[src/rtl/alu_serial.sv]
// Nibble-serial ALU: operands latched on start, one 4-bit digit per cycle,
// LSB digit first, with a registered carry/borrow chain and packed-BCD add/sub.
module alu_serial #(
  parameter int unsigned WIDTH = 8
) (
  input  logic             clk,
  input  logic             reset_n,
  input  logic             start,
  input  logic [WIDTH-1:0] a,
  input  logic [WIDTH-1:0] b,
  input  logic [3:0]       op,
  input  logic             c_in,
  input  logic             bcd,
  output logic             busy,
  output logic             done,
  output logic [WIDTH-1:0] y,
  output logic             c_out,
  output logic             zero,
  output logic             negative,
  output logic             overflow
);

  localparam int unsigned N  = WIDTH / 4;
  localparam int unsigned CW = (N > 1) ? $clog2(N) : 1;

  localparam logic [3:0] OP_ADD  = 4'h0;
  localparam logic [3:0] OP_SUB  = 4'h1;
  localparam logic [3:0] OP_OR   = 4'h2;
  localparam logic [3:0] OP_AND  = 4'h3;
  localparam logic [3:0] OP_EOR  = 4'h4;
  localparam logic [3:0] OP_INC  = 4'h5;
  localparam logic [3:0] OP_DEC  = 4'h6;
  localparam logic [3:0] OP_ASL  = 4'h7;
  localparam logic [3:0] OP_ROL  = 4'h8;
  localparam logic [3:0] OP_ROR  = 4'h9;
  localparam logic [3:0] OP_TEST = 4'ha;
  localparam logic [3:0] OP_ONES = 4'hb;

  typedef enum logic {IDLE, RUN} state_t;

  state_t           state;
  logic [CW-1:0]    cnt;
  logic [WIDTH-1:0] a_q, b_q, y_sh;
  logic [3:0]       op_q;
  logic             cin_q, bcd_q, carry;

  logic [WIDTH+1:0] a_ext;
  logic [CW+1:0]    base;
  logic [5:0]       win;
  logic [3:0]       a_d, b_d, res;
  logic [4:0]       sum;
  logic             last, lo_nb, hi_nb, carry_nxt;
  logic [WIDTH-1:0] y_fin;
  logic             cout_fin, neg_fin, ov_fin;

  // Current digit result, next carry and the completed result/flags.
  always_comb begin
    a_ext     = {1'b0, a_q, 1'b0};
    base      = {cnt, 2'b00};
    win       = a_ext[base +: 6];
    a_d       = win[4:1];
    b_d       = b_q[base +: 4];
    last      = (cnt == CW'(N - 1));
    lo_nb     = (cnt == '0) ? ((op_q == OP_ROL) ? cin_q : 1'b0) : win[0];
    hi_nb     = last ? cin_q : win[5];
    sum       = 5'd0;
    res       = 4'd0;
    carry_nxt = 1'b0;
    case (op_q)
      OP_ADD: begin
        sum = {1'b0, b_d} + {1'b0, a_d} + 5'(carry);
        if (bcd_q && (sum > 5'd9)) begin
          res       = sum[3:0] + 4'd6;
          carry_nxt = 1'b1;
        end else begin
          res       = sum[3:0];
          carry_nxt = sum[4];
        end
      end
      OP_SUB: begin
        sum       = {1'b0, b_d} - {1'b0, a_d} - 5'(carry);
        carry_nxt = sum[4];
        res       = (bcd_q && sum[4]) ? (sum[3:0] - 4'd6) : sum[3:0];
      end
      OP_OR:   res = a_d | b_d;
      OP_AND:  res = a_d & b_d;
      OP_EOR:  res = a_d ^ b_d;
      OP_TEST: res = a_d & b_d;
      OP_INC: begin
        sum       = {1'b0, a_d} + 5'(carry);
        res       = sum[3:0];
        carry_nxt = sum[4];
      end
      OP_DEC: begin
        sum       = {1'b0, a_d} - 5'(carry);
        res       = sum[3:0];
        carry_nxt = sum[4];
      end
      OP_ASL, OP_ROL: res = {a_d[2:0], lo_nb};
      OP_ROR:         res = {hi_nb, a_d[3:1]};
      OP_ONES:        res = 4'hf;
      default:        res = 4'h0;
    endcase

    y_fin             = y_sh;
    y_fin[base +: 4]  = res;

    case (op_q)
      OP_ADD, OP_SUB, OP_INC, OP_DEC: cout_fin = carry_nxt;
      OP_ASL, OP_ROL:                 cout_fin = a_q[WIDTH-1];
      OP_ROR:                         cout_fin = a_q[0];
      OP_ONES:                        cout_fin = 1'b1;
      default:                        cout_fin = 1'b0;
    endcase

    neg_fin = (op_q == OP_TEST) ? a_q[WIDTH-1] : y_fin[WIDTH-1];

    case (op_q)
      OP_ADD:         ov_fin = (a_q[WIDTH-1] == b_q[WIDTH-1]) &&
                               (y_fin[WIDTH-1] != a_q[WIDTH-1]);
      OP_SUB, OP_DEC: ov_fin = (b_q[WIDTH-1] != a_q[WIDTH-1]) &&
                               (y_fin[WIDTH-1] != b_q[WIDTH-1]);
      OP_TEST:        ov_fin = a_q[WIDTH-2];
      default:        ov_fin = 1'b0;
    endcase
  end

  // Control FSM, operand latches, digit chain and registered outputs.
  always_ff @(posedge clk or negedge reset_n) begin
    if (!reset_n) begin
      state    <= IDLE;
      cnt      <= '0;
      a_q      <= '0;
      b_q      <= '0;
      y_sh     <= '0;
      op_q     <= 4'h0;
      cin_q    <= 1'b0;
      bcd_q    <= 1'b0;
      carry    <= 1'b0;
      busy     <= 1'b0;
      done     <= 1'b0;
      y        <= '0;
      c_out    <= 1'b0;
      zero     <= 1'b0;
      negative <= 1'b0;
      overflow <= 1'b0;
    end else begin
      done <= 1'b0;
      case (state)
        IDLE: begin
          if (start) begin
            a_q   <= a;
            b_q   <= b;
            op_q  <= op;
            cin_q <= c_in;
            bcd_q <= bcd;
            carry <= c_in;
            cnt   <= '0;
            y_sh  <= '0;
            busy  <= 1'b1;
            state <= RUN;
          end
        end
        RUN: begin
          y_sh  <= y_fin;
          carry <= carry_nxt;
          cnt   <= cnt + CW'(1);
          if (last) begin
            y        <= y_fin;
            c_out    <= cout_fin;
            zero     <= (y_fin == '0);
            negative <= neg_fin;
            overflow <= ov_fin;
            done     <= 1'b1;
            busy     <= 1'b0;
            state    <= IDLE;
          end
        end
        default: state <= IDLE;
      endcase
    end
  end

endmodule
[config.mk]
export PLATFORM = sky130hd
export DESIGN_NAME = alu_serial
export DESIGN_NICKNAME = d
export VERILOG_FILES = /design/src/rtl/alu_serial.sv
export SDC_FILE = /design/constraint.sdc
export NUM_CORES = 1
export LEC_CHECK = 0
export ABC_CLOCK_PERIOD_IN_PS = 7100
export CAP_MARGIN = 20
export CORE_MARGIN = 2
export CORE_UTILIZATION = 30
export DETAILED_ROUTE_END_ITERATION = 7
export HOLD_SLACK_MARGIN = 0.05
export PLACE_DENSITY = 0.55
export SYNTH_ARGS = -nofsm -noshare
export SYNTH_HDL_FRONTEND = slang
export SYNTH_SLANG_ARGS = --single-unit
[constraint.sdc]
create_clock -name clk -period 7.1 [get_ports clk]
set_input_delay 1.065 -clock clk [delete_from_list [all_inputs] [get_ports clk]]
set_output_delay 1.065 -clock clk [all_outputs]
set_load 0.01 [all_outputs]
# [Word-level counts from Yosys, hierarchy flattened]
# Index checks and enable logic that the tools add are counted.
[word_totals] memories=0 ramBits=0 reg_bits=47 romBits=0 latchBits=0 input_bits=25 out_inout_bits=14
[op_classes] bitwise=4 magnitude_cmp=1 addsub=10 div_mod_pow=0 mul=0 n_eq_ne=17 n_shift=4 n_mux=26 n_reduce_logical=13
[op_table] cell="4-bit one-hot mux with 10 select lines" count=1
[op_table] cell="4-bit by 3-bit equality test with 1-bit output (second input constant)" count=4
[op_table] cell="4-bit equality test (second input constant)" count=4
[op_table] cell="8-bit one-hot mux with 2 select lines" count=1
[op_table] cell="1-bit 2-to-1 mux" count=13
[op_table] cell="10-bit by 4-bit indexed part select with 6-bit output" count=1
[op_table] cell="8-bit bitwise mux" count=1
[op_table] cell="4-bit by 2-bit equality test with 1-bit output (second input constant)" count=2
[op_table] cell="8-bit zero test" count=1
[op_table] cell="4-bit 2-to-1 mux" count=2
[op_table] cell="8-bit 2-to-1 mux" count=1
[op_table] cell="1-bit one-hot mux with 2 select lines" count=4
[op_table] cell="1-bit one-hot mux with 4 select lines" count=2
[op_table] cell="4-bit by 5-bit variable shift with 8-bit output (first input constant)" count=1
[op_table] cell="4-bit by 5-bit indexed part select with 8-bit output" count=1
[op_table] cell="8-bit by 4-bit indexed part select with 4-bit output" count=1
[op_table] cell="2-bit AND reduction" count=3
[op_table] cell="2-bit OR reduction" count=3
[op_table] cell="4-bit by 1-bit adder with 5-bit output" count=1
[op_table] cell="4-bit by 4-bit adder with 5-bit output" count=1
[op_table] cell="5-bit by 1-bit adder with 5-bit output" count=1
[op_table] cell="5-bit by 4-bit greater-than comparator with 1-bit output (second input constant)" count=1
[op_table] cell="3-bit negator with 5-bit output" count=1
[op_table] cell="4-bit by 1-bit subtractor with 5-bit output" count=1
[op_table] cell="other kinds (18)" count=23

# [Longest topological paths before layout]
# Gate-level depths: netlist of the first run.
[depth] ltp_word=12 ltp_mapped=15 mapped_depth_nobuf=12

# [Worst setup path after synthesis of the first run]
# Ideal clock, no wire load.
[synth_timing] kind="reg-to-reg" startpoint="register cnt" endpoint="register overflow" n_path_buf=3 path_stages_with_launch=16 setup_slack_ns=3.708 setup_time_ns=0.087 period_less_slack_ns=3.392 required_time_ns=7.013 arrival_ns=3.306 path_cell_list="dfrtp_1 buf_6 buf_6 clkbuf_1 mux2i_1 inv_1 fa_1 fa_1 xnor2_1 ha_1 nor2_1 a211oi_1 o21ai_2 nand4_2 o211a_1 a211oi_2"
[synth_via] elab_chain_cells=12
[synth_rtl] item="start, declared" line="42" rtl="logic [CW-1:0] cnt;"
[synth_rtl] item="start signal, assigned" line="167" rtl="cnt <= cnt + CW'(1);"
[synth_rtl] item="8-bit by 4-bit indexed part select with 4-bit output / 10-bit by 4-bit indexed part select with 6-bit output (equally long branches)" line="62, 60"
[synth_rtl] item="4-bit by 4-bit adder with 5-bit output" line="71" rtl="sum = {1'b0, b_d} + {1'b0, a_d} + 5'(carry);"
[synth_rtl] item="5-bit by 1-bit adder with 5-bit output" line="71"
[synth_rtl] item="5-bit by 4-bit greater-than comparator with 1-bit output" line="72" rtl="if (bcd_q && (sum > 5'd9)) begin"
[synth_rtl] item="1-bit logical AND" line="72"
[synth_rtl] item="4-bit 2-to-1 mux" line="72"
[synth_rtl] item="4-bit one-hot mux with 10 select lines" line="69" rtl="case (op_q)"
[synth_rtl] item="4-bit by 5-bit indexed part select with 8-bit output" line="106" rtl="y_fin[base +: 4] = res;"
[synth_rtl] item="8-bit bitwise mux" line="106"
[synth_rtl] item="1-bit != test, on equally long branches" line="122, 120"
[synth_rtl] item="1-bit logical AND, on equally long branches" line="121, 119"
[synth_rtl] item="1-bit one-hot mux with 3 select lines" line="118" rtl="case (op_q)"
[synth_rtl] item="end signal, assigned" line="173" rtl="overflow <= ov_fin;"
[synth_rtl] item="end, declared" line="20" rtl="output logic overflow"
# Parallel ways exist; a longest one is shown, timed or not.
# A chain may end at the register's enable or synchronous reset.

# [Final worst setup path of the first run]
# Same ends and word-level chain as after synthesis.

==> results of run 1 <==
==> synth_stat cells (all sizes together), types with 4 or more instances <==
cell	number	area, µm²
dfrtp	43	1080
mux2	28	315
o21ai	25	136
nand2	23	86.3
a21oi	20	100
ha	19	238
inv	17	63.8
clkbuf	15	80.1
nor2	14	52.6
mux2i	11	130
nor3	10	50.1
nand2b	9	56.3
buf	8	71.3
nand4	6	43.8
xnor2	6	52.6
a31oi	5	31.3
nand3	5	30.0
nor2b	5	31.3
fa	4	80.1
o211a	4	40.0
o211ai	4	35.0
o22ai	4	25.0
==> per-stage QoR <==
stage | hold WS [ns] | std cells | setup slack [ns]
detailed placement | 0.470 | 482 | 2.92
CTS | 0.490 | 490 | 2.87
finish | 0.481 | 491 | 2.86
floorplan | 0.480 | 330 | 3.71
global route | 0.516 | 491 | 2.50
global placement | 0.463 | 481 | 3.13
==> sequential cells by signal (all words and copies together), names as in the netlist <==
name and cells:
y_sh 4, overflow 1, done 1, c_out 1, b_q 8, a_q 8
op_q 4, state 1, negative 1, carry 1, bcd_q 1, cin_q 1
zero 1, cnt 1, busy 1, y 8
==> worst paths after layout <==
check,startpoint,endpoint,cells past startpoint
max,cnt$_DFFE_PN0P_,overflow$_DFFE_PN0P_,11
min,y[6]$_DFFE_PN0P_,y[6]$_DFFE_PN0P_,2
max reg2reg,cnt$_DFFE_PN0P_,overflow$_DFFE_PN0P_,11
min reg2reg,y[6]$_DFFE_PN0P_,y[6]$_DFFE_PN0P_,2
max in group asynchronous,reset_n,b_q[1]$_DFFE_PN0P_,2
min in group asynchronous,reset_n,y[3]$_DFFE_PN0P_,1
==> logic make-up after synthesis <==
family	after synthesis	share of synthesized area, %
adder cells (fa/ha/maj)	24	10.2
AND/OR/NAND/NOR	92	16.0
AO/OA/AOI/OAI	86	18.0
XOR/XNOR	6	1.64
multiplexers	39	13.9
buffers and inverters	40	6.70
flip-flops	43	33.5
==> area by class of cell <==
class,instances,area [µm²],area share [%]
clock buffers,6,72.6,1.95
clock inverters,2,12.5,0.336
flip-flops and latches,43,1080,28.9
well taps,136,170,4.57
multi-input cells,247,1920,51.6
repair buffers,40,410,11.0
inverters,17,63.8,1.71
==> per-layer routing <==
| layer | GRT usage (%) | part of all wire, % | vias to the layer above | routed length (µm) |
|---|---|---|---|---|
| li1 | - | - | 1250 | - |
| met1 | 19.3 | 48 | 1268 | 3570 |
| met2 | 20.4 | 46 | 74 | 3430 |
| met3 | 2.36 | 4.4 | 11 | 325 |
| met4 | 4.21 | 1.9 | 0 | 140 |
| met5 | 0 | 0 | - | 0 |
==> worst max-delay path, delay by kind of cell (launching register included) <==
kind | cells | cell delay [ns]
flops | 1 | 0.92
simple gates | 1 | 0.20
fa+ha+maj | 2 | 0.89
compound gates | 5 | 0.97
buf+inv | 1 | 0.22
mux | 1 | 0.57
xor+xnor | 1 | 0.37
==> results.py, run 1 <==
metrics = {
    "run_status": {
        "outcome": "finished, final reports clean",
    },
    "timing": {
        "setup_tns_ns": 0,
        "slew_headroom_pct": 40.2,
        "period_share_pct": 59.7,
        "final_max_slew_viol_count": 0,
        "max_slew.worst_pin.slew_ns": 0.894,
        "fmax_mhz": 236,
        "clock_skew_ns": 0.0115,
        "rsz0062_at_grt": "false",
        "timing.final.crit_period_ns": 4.24,
        "setup_viol": 0,
        "finalHoldViolations": 0,
    },
    "floorplanning": {
        "pin_count": 39,
        "core_region_area_um2": 10400,
        "die_y_um": 107,
        "die_w_um": 107,
        "start_util_pct": 31.0,
        "num_rows": 37,
        "die-area_um2": 11500,
    },
    "worst_setup_path": {
        "path_class": "reg2reg",
        "worst_setup_path_end_kind": "flop",
        "start_kind": "flop",
        "slowest_delay_ns": 0.92,
        "cp.arrival_ns": 4.45,
        "path_cells": "mux2i_1 -> inv_1 -> fa_1 -> fa_1 -> xnor2_1 -> a21oi_1 -> o211a_1 -> o21ai_2 -> nand4_2 -> o211a_1 -> a211oi_2",
        "worstPathRequired_ns": 7.32,
        "cp_max_fo": 21,
        "ff2ff_setup_slack_ns": 2.86,
        "crit_slowest_cell": "dfrtp_1",
    },
    "yosys": {
        "syn-instance-count": 330,
        "yosysSeqAreaShare_pct": 33.5,
        "syn_area_um2": 3210,
        "ys.flop_type": "dfrtp_1",
        "synth_edf_count": 0,
        "yosysWarningCount": 0,
        "ys_ff_latch": 43,
        "synthArstFlopShare_pct": 100,
        "yosysUniqueCellTypes": 65,
        "syn-num-nets": 378,
        "avgSynthCellArea_um2": 9.73,
    },
    "final_layout": {
        "stdcell_area_um2": 3730,
        "fin_util_pct": 35.9,
        "layout_common_cells": "dfrtp_1 (43), clkdlybuf4s50_1 (37), mux2_2 (28), nand2_1 (23), o21ai_0 (22)",
        "fin_nets": 402,
        "nFillCells": 1083,
        "area_growth_pct": 16.1,
        "layout-drive-gt1-share_pct": 15.8,
        "layout_commonest_cell": "dfrtp_1",
        "insertedDiodeCount": 0,
    },
    "route": {
        "first_pass_iters": 4,
        "vias_per_cell": 5.30,
        "route.detailed.drc": 0,
        "first_iter_violations": 160,
        "wl_um": 7460,
        "antenna_left": 0,
        "routedWlPerCell_um": 15.2,
        "via_count": 2603,
    },
    "clock_network": {
        "cts_hold_buf": 0,
        "cts-root-buf": "clkbuf_8",
        "cts.sinks": 43,
        "postCtsSetupBuffers": 0,
        "clk_latency_ns": 0.30,
        "cts.repair.resized": 0,
        "clk_pin_slew_worst_paths_ns": 0.08,
        "cts_made_buffers": 5,
        "clockBufferDepth": 2,
        "cts.htree.levels": 2,
        "cts_tree": "yes",
    },
    "global_routing": {
        "grt_pass1_wl_um": 12400,
        "antenna_found_initial": 0,
        "grt_max_degree": 44,
        "grt_pass1_vias": 2403,
        "grt_overflow": 0,
        "grtUsageTotal_pct": 13.4,
    },
    "job": {
        "max_cap_violations": 0,
    },
    "placement": {
        "place_congestion": 0.882,
        "io_buffers": 38,
        "dpl_cell_area_um2": 3620,
        "dp_hpwl_um": 5690,
    },
    "min_path": {
        "hold_path.class": "reg2reg",
    },
}
Power of run 1 is left out: the tool's default activity adds up to more than one toggle a clock period on the data nets, which glitch-free logic cannot reach.
==> run 2, diff against run 1 <==
--- a/config.mk
+++ b/config.mk
@@ -5,7 +5,7 @@
 export SDC_FILE = /design/constraint.sdc
 export NUM_CORES = 1
 export LEC_CHECK = 0
-export ABC_CLOCK_PERIOD_IN_PS = 7100
+export ABC_CLOCK_PERIOD_IN_PS = 4400
 export CAP_MARGIN = 20
 export CORE_MARGIN = 2
 export CORE_UTILIZATION = 30
==> constraint.sdc (replaced) <==
create_clock -name clk -period 4.4 [get_ports clk]
set_input_delay 0.66 -clock clk [delete_from_list [all_inputs] [get_ports clk]]
set_output_delay 0.66 -clock clk [all_outputs]
set_load 0.01 [all_outputs]
==> run 2 against run 1 <==
  * First-iteration DRC count grew 44%
  * Global-route usage rose by 0.75 points
  * Clock-buffer cell count is the same
  * Final area decreased by 0.13%
  * Wire length rose by 5.7%
  * Hold slack better by 0.00092 ns
  * Cell count up 0.20%
==> results.py, run 2 (synthesis results as in run 1) <==
metrics = {
    "timing": {
        "period_share_pct": 85.2,
        "setup_tns_ns": 0,
        "rsz0062_at_grt": "false",
        "finalHoldViolations": 0,
        "setup_viol": 0,
        "fmax_mhz": 267,
        "timing.final.crit_period_ns": 3.75,
        "final_max_slew_viol_count": 0,
        "slew_headroom_pct": 35.3,
        "clock_skew_ns": 0.00857,
        "max_slew.worst_pin.slew_ns": 0.971,
    },
    "placement": {
        "place_congestion": 0.891,
        "dp_hpwl_um": 5940,
        "io_buffers": 38,
    },
    "clock_network": {
        "clk_pin_slew_worst_paths_ns": 0.09,
        "cts_tree": "yes",
        "cts.htree.levels": 2,
        "clk_latency_ns": 0.30,
        "cts_made_buffers": 5,
        "clockBufferDepth": 2,
        "cts.sinks": 43,
        "cts_hold_buf": 0,
        "postCtsSetupBuffers": 0,
        "cts.repair.resized": 0,
        "cts-root-buf": "clkbuf_8",
    },
    "route": {
        "via_count": 2522,
        "route.detailed.drc": 0,
        "wl_um": 7890,
        "vias_per_cell": 5.13,
        "first_iter_violations": 230,
        "first_pass_iters": 4,
        "antenna_left": 0,
        "routedWlPerCell_um": 16.0,
    },
    "floorplanning": {
        "start_util_pct": 31.0,
        "die_y_um": 107,
        "die_w_um": 107,
        "pin_count": 39,
        "core_region_area_um2": 10400,
        "die-area_um2": 11500,
        "num_rows": 37,
    },
    "final_layout": {
        "layout_common_cells": "dfrtp_1 (43), clkdlybuf4s50_1 (37), mux2_2 (28), nand2_1 (23), o21ai_0 (22)",
        "nFillCells": 1091,
        "layout-drive-gt1-share_pct": 16.0,
        "fin_nets": 403,
        "insertedDiodeCount": 0,
        "layout_commonest_cell": "dfrtp_1",
        "area_growth_pct": 15.9,
        "reg_top3": "a_q x8, b_q x8, y x8",
    },
    "worst_setup_path": {
        "cp.arrival_ns": 3.94,
        "path_cells": "buf_4 -> mux2i_1 -> inv_1 -> fa_1 -> fa_1 -> nor3_1 -> o2bb2ai_1 -> and3_1 -> o21ai_0 -> nor4b_2 -> a21oi_1 -> or2_1",
        "cp_max_fo": 20,
        "worst_setup_path_end_kind": "flop",
        "start_kind": "flop",
        "worstPathRequired_ns": 4.60,
        "slowest_delay_ns": 0.47,
        "crit_slowest_cell": "fa_1",
        "path_class": "reg2reg",
        "crit_path_frequent_cell": "fa_1",
    },
    "run_status": {
        "outcome": "finished, final reports clean",
    },
    "global_routing": {
        "grt_max_degree": 44,
        "grt_pass1_vias": 2493,
        "grt_pass1_wl_um": 13000,
        "antenna_found_initial": 0,
        "grtUsageTotal_pct": 14.1,
        "grt_overflow": 0,
    },
    "min_path": {
        "hold_path.class": "reg2reg",
    },
    "job": {
        "max_cap_violations": 0,
    },
}
-- run 2: worst paths after layout --
check,start,slack [ns],cells after the start,endpoint
min in group asynchronous,reset_n,0.51,1,y[0]$_DFFE_PN0P_
setup / recovery,cnt$_DFFE_PN0P_,0.65,12,y_sh[1]$_DFFE_PN0P_
hold / removal,y[5]$_DFFE_PN0P_,0.48,2,y[5]$_DFFE_PN0P_
hold reg to reg,y[5]$_DFFE_PN0P_,0.48,2,y[5]$_DFFE_PN0P_
max in group asynchronous,reset_n,3.28,1,b_q[1]$_DFFE_PN0P_
setup reg to reg,cnt$_DFFE_PN0P_,0.65,12,y_sh[1]$_DFFE_PN0P_
-- run 2: per-stage QoR --
step                      std cells  instance area, µm²  worst slack (ns)  hold slack [ns]  utilization, %
after floorplan                 330                3210              1.01            0.364               -
after global placement          483                3620             0.696            0.465            34.9
after detailed placement        484                3640             0.631            0.470            35.1
after CTS                       492                3720             0.642            0.490            35.9
after global routing            492                3720             0.344            0.507            35.9
final                           492                3720             0.652            0.482            35.9
-- run 2: final cells by class --
type                            count  area (µm²)  area share [%]
Timing Repair Buffer               41         405            10.9
Multi-Input combinational cell    247        1920            51.6
Tap cell                          136         170            4.57
Clock buffer                        6        72.6            1.95
Clock inverter                      2        12.5           0.336
Sequential cell                    43        1080            28.9
Inverter                           17        63.8            1.71
-- run 2: per-layer routing --
metal	wire length (µm)	track usage [%]	part of all wire (%)	up-vias
met3	360	2.42	4.6	4
met4	36	2.84	0.46	0
met1	3860	20.4	49	1213
met5	0	0	0	-
li1	-	-	-	1245
met2	3630	22.3	46	60
-- run 2: critical path: cells and delay by family, from the launching register on --
family                   cells  cell delay [ns]
AND/OR/NAND/NOR              4             1.14
multiplexers                 1             0.31
adder cells (fa/ha/maj)      2             0.93
AO/OA/AOI/OAI                3             0.48
buffers and inverters        2             0.44
flip-flops                   1             0.37
Power of run 2 is left out for the same reason.
==> run 3, diff against run 2 <==
--- a/config.mk
+++ b/config.mk
@@ -12,6 +12,7 @@
 export DETAILED_ROUTE_END_ITERATION = 7
 export HOLD_SLACK_MARGIN = 0.05
 export PLACE_DENSITY = 0.55
+export SKIP_CTS_REPAIR_TIMING = 1
 export SYNTH_ARGS = -nofsm -noshare
 export SYNTH_HDL_FRONTEND = slang
 export SYNTH_SLANG_ARGS = --single-unit
==> results of run 3 <==
No change in the layout: final DEF, timing and power equal those of run 2.
Power of run 3 is left out for the same reason.
